File: src/rtl/dpd_pkg.sv
// Shared DPD definitions: default widths, sample/gain types and the
// round-half-up + clamp helper used by the output conditioning stage.
package dpd_pkg;

  localparam int DPD_DATA_WIDTH = 16;
  localparam int DPD_GAIN_WIDTH = 16;
  localparam int DPD_FRAC_SZ    = 12;

  typedef logic signed [DPD_DATA_WIDTH-1:0] data_t;
  typedef logic signed [DPD_GAIN_WIDTH-1:0] gain_t;

  // Result of scaling one product: clamped value plus a "was clamped" flag.
  // The value is carried at 64 bits so the helper serves any width <= 64.
  typedef struct packed {
    logic               sat;
    logic signed [63:0] val;
  } sat_res_t;

  // Add half an LSB, arithmetic-shift by frac, clamp to a signed dw-bit range.
  function automatic sat_res_t sat_f(input logic signed [63:0] p,
                                     input int                 frac,
                                     input int                 dw);
    sat_res_t           res;
    logic signed [63:0] rnd;
    logic signed [63:0] hi;
    logic signed [63:0] lo;
    rnd = (p + (64'sd1 <<< (frac - 1))) >>> frac;
    hi  = (64'sd1 <<< (dw - 1)) - 64'sd1;
    lo  = -(64'sd1 <<< (dw - 1));
    if (rnd > hi) begin
      res.sat = 1'b1;
      res.val = hi;
    end else if (rnd < lo) begin
      res.sat = 1'b1;
      res.val = lo;
    end else begin
      res.sat = 1'b0;
      res.val = rnd;
    end
    return res;
  endfunction

endpackage

File: src/rtl/dpd_sync_fifo.sv
// First-word-fall-through synchronous FIFO. The head entry is visible
// combinationally; a write while full is accepted when a read happens in
// the same cycle (the freed slot is the one being written).
module dpd_sync_fifo #(
  parameter int WIDTH = 32,
  parameter int AW    = 4
) (
  input  logic             clk,
  input  logic             rst_n,
  input  logic             i_wr,
  input  logic [WIDTH-1:0] i_wdata,
  input  logic             i_rd,
  output logic [WIDTH-1:0] o_rdata,
  output logic             o_full,
  output logic             o_empty,
  output logic [AW:0]      o_level
);

  localparam int DEPTH = 1 << AW;

  logic [WIDTH-1:0] r_mem [DEPTH];
  logic [AW:0]      r_wr_ptr;
  logic [AW:0]      r_rd_ptr;
  logic             w_do_rd;
  logic             w_do_wr;

  // Flags, level, head data and qualified read/write strobes.
  always_comb begin
    o_full  = (r_wr_ptr[AW] != r_rd_ptr[AW]) &&
              (r_wr_ptr[AW-1:0] == r_rd_ptr[AW-1:0]);
    o_empty = (r_wr_ptr == r_rd_ptr);
    o_level = r_wr_ptr - r_rd_ptr;
    o_rdata = r_mem[r_rd_ptr[AW-1:0]];
    w_do_rd = i_rd && !o_empty;
    w_do_wr = i_wr && (!o_full || w_do_rd);
  end

  // Pointer advance; pointers carry one extra bit to tell full from empty.
  always_ff @(posedge clk or negedge rst_n) begin
    if (!rst_n) begin
      r_wr_ptr <= {(AW+1){1'b0}};
      r_rd_ptr <= {(AW+1){1'b0}};
    end else begin
      if (w_do_wr) r_wr_ptr <= r_wr_ptr + {{AW{1'b0}}, 1'b1};
      if (w_do_rd) r_rd_ptr <= r_rd_ptr + {{AW{1'b0}}, 1'b1};
    end
  end

  // Storage; cleared on reset so no stale sample can ever reach the head.
  always_ff @(posedge clk or negedge rst_n) begin
    if (!rst_n) begin
      for (int i = 0; i < DEPTH; i++) r_mem[i] <= {WIDTH{1'b0}};
    end else if (w_do_wr) begin
      r_mem[r_wr_ptr[AW-1:0]] <= i_wdata;
    end
  end

endmodule

File: src/rtl/dpd_output_stage.sv
// DPD output conditioning: back-off gain multiply, round-half-up + clamp,
// FWFT buffering toward the DAC with ready/valid, and status reporting.
module dpd_output_stage
  import dpd_pkg::*;
#(
  parameter int DATA_WIDTH   = DPD_DATA_WIDTH,
  parameter int GAIN_WIDTH   = DPD_GAIN_WIDTH,
  parameter int FRAC_SZ      = DPD_FRAC_SZ,
  parameter int FIFO_AW      = 4,
  parameter int SATCNT_WIDTH = 16
) (
  input  logic                          clk,
  input  logic                          rst_n,
  input  logic                          ENABLE,
  input  logic                          valid_in,
  input  logic signed [DATA_WIDTH-1:0]  y_in_re,
  input  logic signed [DATA_WIDTH-1:0]  y_in_im,
  input  logic signed [GAIN_WIDTH-1:0]  gain,
  input  logic                          clr_status,
  input  logic                          dac_ready,
  output logic                          dac_valid,
  output logic signed [DATA_WIDTH-1:0]  dac_re,
  output logic signed [DATA_WIDTH-1:0]  dac_im,
  output logic                          fifo_full,
  output logic                          fifo_empty,
  output logic [FIFO_AW:0]              fifo_level,
  output logic                          overflow,
  output logic [SATCNT_WIDTH-1:0]       sat_count
);

  localparam int PW = DATA_WIDTH + GAIN_WIDTH;

  logic                         r_s1_valid;
  logic signed [PW-1:0]         r_p_re;
  logic signed [PW-1:0]         r_p_im;
  logic                         r_s2_valid;
  logic signed [DATA_WIDTH-1:0] r_s2_re;
  logic signed [DATA_WIDTH-1:0] r_s2_im;
  logic                         r_s2_sat;
  logic                         r_overflow;
  logic [SATCNT_WIDTH-1:0]      r_sat_count;

  sat_res_t                     w_sat_re;
  sat_res_t                     w_sat_im;
  logic                         w_accept;
  logic                         w_rd;
  logic                         w_wr;
  logic [2*DATA_WIDTH-1:0]      w_head;

  // S1: full-width products of the accepted sample and its gain.
  always_ff @(posedge clk or negedge rst_n) begin
    if (!rst_n) begin
      r_s1_valid <= 1'b0;
      r_p_re     <= {PW{1'b0}};
      r_p_im     <= {PW{1'b0}};
    end else begin
      r_s1_valid <= w_accept;
      if (w_accept) begin
        r_p_re <= PW'(y_in_re) * PW'(gain);
        r_p_im <= PW'(y_in_im) * PW'(gain);
      end
    end
  end

  // Sample acceptance, scaling of the S1 products, FIFO handshake terms.
  always_comb begin
    w_accept = valid_in && ENABLE;
    w_sat_re = sat_f(64'(r_p_re), FRAC_SZ, DATA_WIDTH);
    w_sat_im = sat_f(64'(r_p_im), FRAC_SZ, DATA_WIDTH);
    w_rd     = dac_valid && dac_ready;
    w_wr     = r_s2_valid && (!fifo_full || w_rd);
  end

  // S2: register rounded/clamped sample and its saturation flag.
  always_ff @(posedge clk or negedge rst_n) begin
    if (!rst_n) begin
      r_s2_valid <= 1'b0;
      r_s2_re    <= {DATA_WIDTH{1'b0}};
      r_s2_im    <= {DATA_WIDTH{1'b0}};
      r_s2_sat   <= 1'b0;
    end else begin
      r_s2_valid <= r_s1_valid;
      if (r_s1_valid) begin
        r_s2_re  <= DATA_WIDTH'(w_sat_re.val);
        r_s2_im  <= DATA_WIDTH'(w_sat_im.val);
        r_s2_sat <= w_sat_re.sat | w_sat_im.sat;
      end
    end
  end

  // Status: saturating event counter and sticky drop flag; clear wins.
  always_ff @(posedge clk or negedge rst_n) begin
    if (!rst_n) begin
      r_sat_count <= {SATCNT_WIDTH{1'b0}};
      r_overflow  <= 1'b0;
    end else if (clr_status) begin
      r_sat_count <= {SATCNT_WIDTH{1'b0}};
      r_overflow  <= 1'b0;
    end else begin
      if (r_s2_valid && r_s2_sat && (r_sat_count != {SATCNT_WIDTH{1'b1}}))
        r_sat_count <= r_sat_count + {{(SATCNT_WIDTH-1){1'b0}}, 1'b1};
      if (r_s2_valid && !w_wr)
        r_overflow <= 1'b1;
    end
  end

  dpd_sync_fifo #(
    .WIDTH (2*DATA_WIDTH),
    .AW    (FIFO_AW)
  ) u_fifo (
    .clk     (clk),
    .rst_n   (rst_n),
    .i_wr    (w_wr),
    .i_wdata ({r_s2_re, r_s2_im}),
    .i_rd    (w_rd),
    .o_rdata (w_head),
    .o_full  (fifo_full),
    .o_empty (fifo_empty),
    .o_level (fifo_level)
  );

  // DAC-side view of the FIFO head; data forced to zero when not valid.
  always_comb begin
    dac_valid = !fifo_empty;
    if (dac_valid) begin
      dac_re = w_head[2*DATA_WIDTH-1:DATA_WIDTH];
      dac_im = w_head[DATA_WIDTH-1:0];
    end else begin
      dac_re = {DATA_WIDTH{1'b0}};
      dac_im = {DATA_WIDTH{1'b0}};
    end
    overflow  = r_overflow;
    sat_count = r_sat_count;
  end

endmodule

File: config.mk
export PLATFORM = sky130hd
export DESIGN_NAME = dpd_output_stage
export DESIGN_NICKNAME = d
export VERILOG_FILES = /design/src/rtl/dpd_pkg.sv /design/src/rtl/dpd_sync_fifo.sv /design/src/rtl/dpd_output_stage.sv
export SDC_FILE = /design/constraint.sdc
export NUM_CORES = 2
export LEC_CHECK = 0
export CAP_MARGIN = 10
export CORE_MARGIN = 2
export CORE_UTILIZATION = 40
export CTS_CLUSTER_SIZE = 30
export DETAILED_ROUTE_END_ITERATION = 8
export MAX_ROUTING_LAYER = met4
export REMOVE_ABC_BUFFERS = 1
export SLEW_MARGIN = 15
export SYNTH_ARGS = -nofsm -noshare
export SYNTH_HDL_FRONTEND = slang
export SYNTH_SLANG_ARGS = --single-unit
File: constraint.sdc
create_clock -name clk -period 3.9 [get_ports clk]
set_input_delay 0.39 -clock clk [delete_from_list [all_inputs] [get_ports clk]]
set_output_delay 0.39 -clock clk [all_outputs]
set_load 0.05 [all_outputs]
==> results.py <==
metrics = {
    "status": {
        "status": "complete, but fails checks",
        "violations": "negative setup slack",
    },
    "cells_and_area": {
        "mostFrequentLayoutCell": "dfrtp_1",
        "n_fill_cell": 10400,
        "drive_above_1_share_pct": 37.2,
        "nets": 5185,
        "layout_common_cells": "dfrtp_1, inv_1, mux2_2",
        "finalNonFillerCells": 6020,
        "syn_to_final_growth_pct": 22.7,
    },
    "drt": {
        "final_antenna_net_count": 0,
        "drc": 0,
        "totalWireLength_um": 120000,
        "initialDrtViolationCount": 1987,
        "vias": 30700,
        "firstDrtPassIters": 7,
        "via_per_inst": 5.10,
        "wire_per_inst_um": 20.0,
    },
    "placement": {
        "dp_hpwl_um": 81800,
        "routabilityCongestion": 0.871,
        "port_buffers": 110,
        "post-place-cells": 5762,
    },
    "timing": {
        "finalCritPeriodShare_pct": 138,
        "setup_viol": 42,
        "fmax_mhz": 185,
        "maxSlewViolCount": 0,
        "setup_ws_ns": -1.50,
        "period_needed_ns": 5.40,
        "tightest_slew_ns": 1.01,
        "finClkSkew_ns": 0.0205,
        "grt_setup_unrepaired": "yes",
        "relSlewSlack_pct": 32.5,
        "report.final.hold_viol_count": 0,
    },
    "grt": {
        "grt_overflow": 0,
        "grt_use_total_pct": 20.6,
        "grt_max_degree": 93,
        "antenna_found_initial": 2,
        "grt_pass1_vias": 33100,
        "grt_pass1_wl_um": 190000,
    },
    "synth": {
        "synth_compound_area_share_pct": 3.13,
        "syn_area_per_cell_um2": 11.9,
        "synth_seq_cells": 616,
        "synth_cell_types": 79,
        "synthCells": 3978,
        "synth_xor_area_share_pct": 2.03,
        "synth_fa_ha_area_share_pct": 26.6,
        "synth_top_family_by_area": "adder cells",
        "synth-simple-area-share_pct": 9.10,
        "ys_seq_area_share_pct": 32.6,
        "synthMuxAreaShare_pct": 19.9,
        "synthesis.area_um2": 47400,
        "synth-edff-count": 0,
        "synthArstFlopShare_pct": 100,
        "synth-main-ff-cell": "dfrtp_1",
        "synth-warning-count": 0,
    },
    "setup_path": {
        "r2r-end": "u_fifo.r_mem[81]",
        "r2r_cells": 8,
        "crit_top_cell": "inv_2",
        "cp.arrival_ns": 5.87,
        "timing.rr.start": "u_fifo.r_wr_ptr[2]",
        "critical-path-slowest-cell": "fa_1",
        "slowest_delay_ns": 0.54,
        "r2r_slack_ns": 0.57,
        "path_class": "in2reg",
        "endpoint_kind": "register",
        "worstSetupStartpointType": "input pin",
        "path_max_fanout": 3,
        "required_ns": 4.37,
    },
    "flow_run": {
        "drv_cap": 0,
    },
    "die": {
        "die_h_um": 348,
        "die_x_um": 348,
        "start_util_pct": 40.2,
        "core_area_um2": 118000,
        "die-area_um2": 121000,
        "rows": 126,
        "io_pins": 111,
    },
    "clock_tree": {
        "h-tree-depth": 2,
        "insertion_delay_ns": 0.62,
        "cts_made_buffers": 59,
        "clock-sinks": 616,
        "root_buffer": "clkbuf_16",
        "clk_pin_slew_ns": 0.06,
        "cts_tree": "built",
        "clk_path_buf_depth": 3,
    },
    "min_path": {
        "worstHoldPathType": "in2async",
    },
}
==> Yosys cell counts (22+ instances only) <==
| library cell | instances | area share (%) |
|---|---|---|
| dfrtp_1 | 616 | 33 |
| inv_1 | 591 | 4.7 |
| fa_1 | 523 | 22 |
| mux2_2 | 514 | 12 |
| nand2_1 | 312 | 2.5 |
| and2_1 | 277 | 3.7 |
| ha_1 | 170 | 4.5 |
| mux4_2 | 160 | 7.6 |
| clkbuf_1 | 151 | 1.2 |
| nor2_1 | 95 | 0.75 |
| xnor2_1 | 70 | 1.3 |
| buf_2 | 52 | 0.55 |
| o21ai_0 | 49 | 0.52 |
| a21oi_1 | 40 | 0.42 |
| xor2_1 | 40 | 0.74 |
| nand3_1 | 37 | 0.39 |
| buf_1 | 23 | 0.18 |
| nor3_1 | 23 | 0.24 |
| nand4_1 | 22 | 0.29 |
| o21a_1 | 22 | 0.35 |
==> kinds of logic (layout without fill, tap and decap cells) <==
| kind of cell | count (synthesis) | after routing |
|---|---|---|
| xor+xnor | 110 | 110 |
| buf+inv | 823 | 1326 |
| flops | 616 | 616 |
| simple gates | 845 | 845 |
| other cells | 0 | 3 |
| mux | 676 | 676 |
| compound gates | 215 | 215 |
| fa+ha+maj | 693 | 693 |
==> cell type report <==
cell class / instances / area (um^2) / area share [%]
Antenna cell: 3 / 7.51 / 0.0129
Sequential cell: 616 / 15400 / 26.5
Clock buffer: 84 / 1720 / 2.96
Timing Repair Buffer: 629 / 6530 / 11.2
Inverter: 593 / 2230 / 3.83
Multi-Input combinational cell: 2539 / 30100 / 51.7
Tap cell: 1536 / 1920 / 3.31
Clock inverter: 20 / 220 / 0.379
==> worst max path at each step <==
stage | start | endpoint | slack, ns | cells past startpoint
2_1_floorplan | u_fifo.r_rd_ptr[0] | u_fifo.r_mem[384] | -5.21 | 7
3_5_place_dp | y_in_re[15] | r_p_re[31] | -2.80 | 22
3_3_place_gp | gain[2] | r_p_im[27] | -2.77 | 21
5_1_grt | y_in_im[6] | r_p_im[29] | -1.69 | 24
6_report | y_in_im[6] | r_p_im[27] | -1.50 | 26
4_1_cts | y_in_im[6] | r_p_im[27] | -1.50 | 24
==> stage by stage <==
stage	cell area (um^2)	hold slack [ns]	utilization, %	worst slack [ns]	setup TNS, ns
after floorplan	46400	0.0944	-	-5.21	-2543.88
after global placement	53200	0.484	45.1	-2.77	-100.65
after detailed placement	53200	0.488	45.1	-2.80	-102.74
after CTS	57500	0.412	48.8	-1.50	-52.91
after global routing	58100	0.475	49.3	-1.69	-59.58
final	58100	0.412	49.4	-1.50	-52.99
==> metal layers <==
layer | vias up | GRT usage, % | wire length (um)
met3 | 187 | 2.56 | 5230
met1 | 16000 | 27.2 | 53200
met2 | 668 | 33.5 | 58300
met4 | 0 | 5.92 | 3640
li1 | 13900 | - | -
met5 | - | - | 0
==> what timing repair did <==
action                                  4_1_cts  5_1_grt
endpoints found under the hold margin        84        0
gates cloned                                 17        4
gates resized for setup                     429      187
hold buffers                                  1        0
endpoints found under the setup margin       42       42
buffers inserted                            110       30
pin swaps                                   174      135
==> registers in the layout, indices dropped and copies added (netlist names), 5 cells and up <==
register,count
u_fifo.r_mem,512
r_p_im,21
r_p_re,21
r_s2_im,16
r_s2_re,16
sat_count,16
u_fifo.r_rd_ptr,5
u_fifo.r_wr_ptr,5
==> worst max-delay path, delay by kind of cell <==
kind,cells,cell delay (ns)
AOI/OAI and AO/OA,4,0.70
xor gates and xnor gates,1,0.14
buffers and inverters,10,0.99
and+or+nand+nor,4,0.37
adders and majority gates,7,3.27
Power is not shown: default switching activity piles up to over one toggle a cycle in this logic, so the estimate is an artifact.
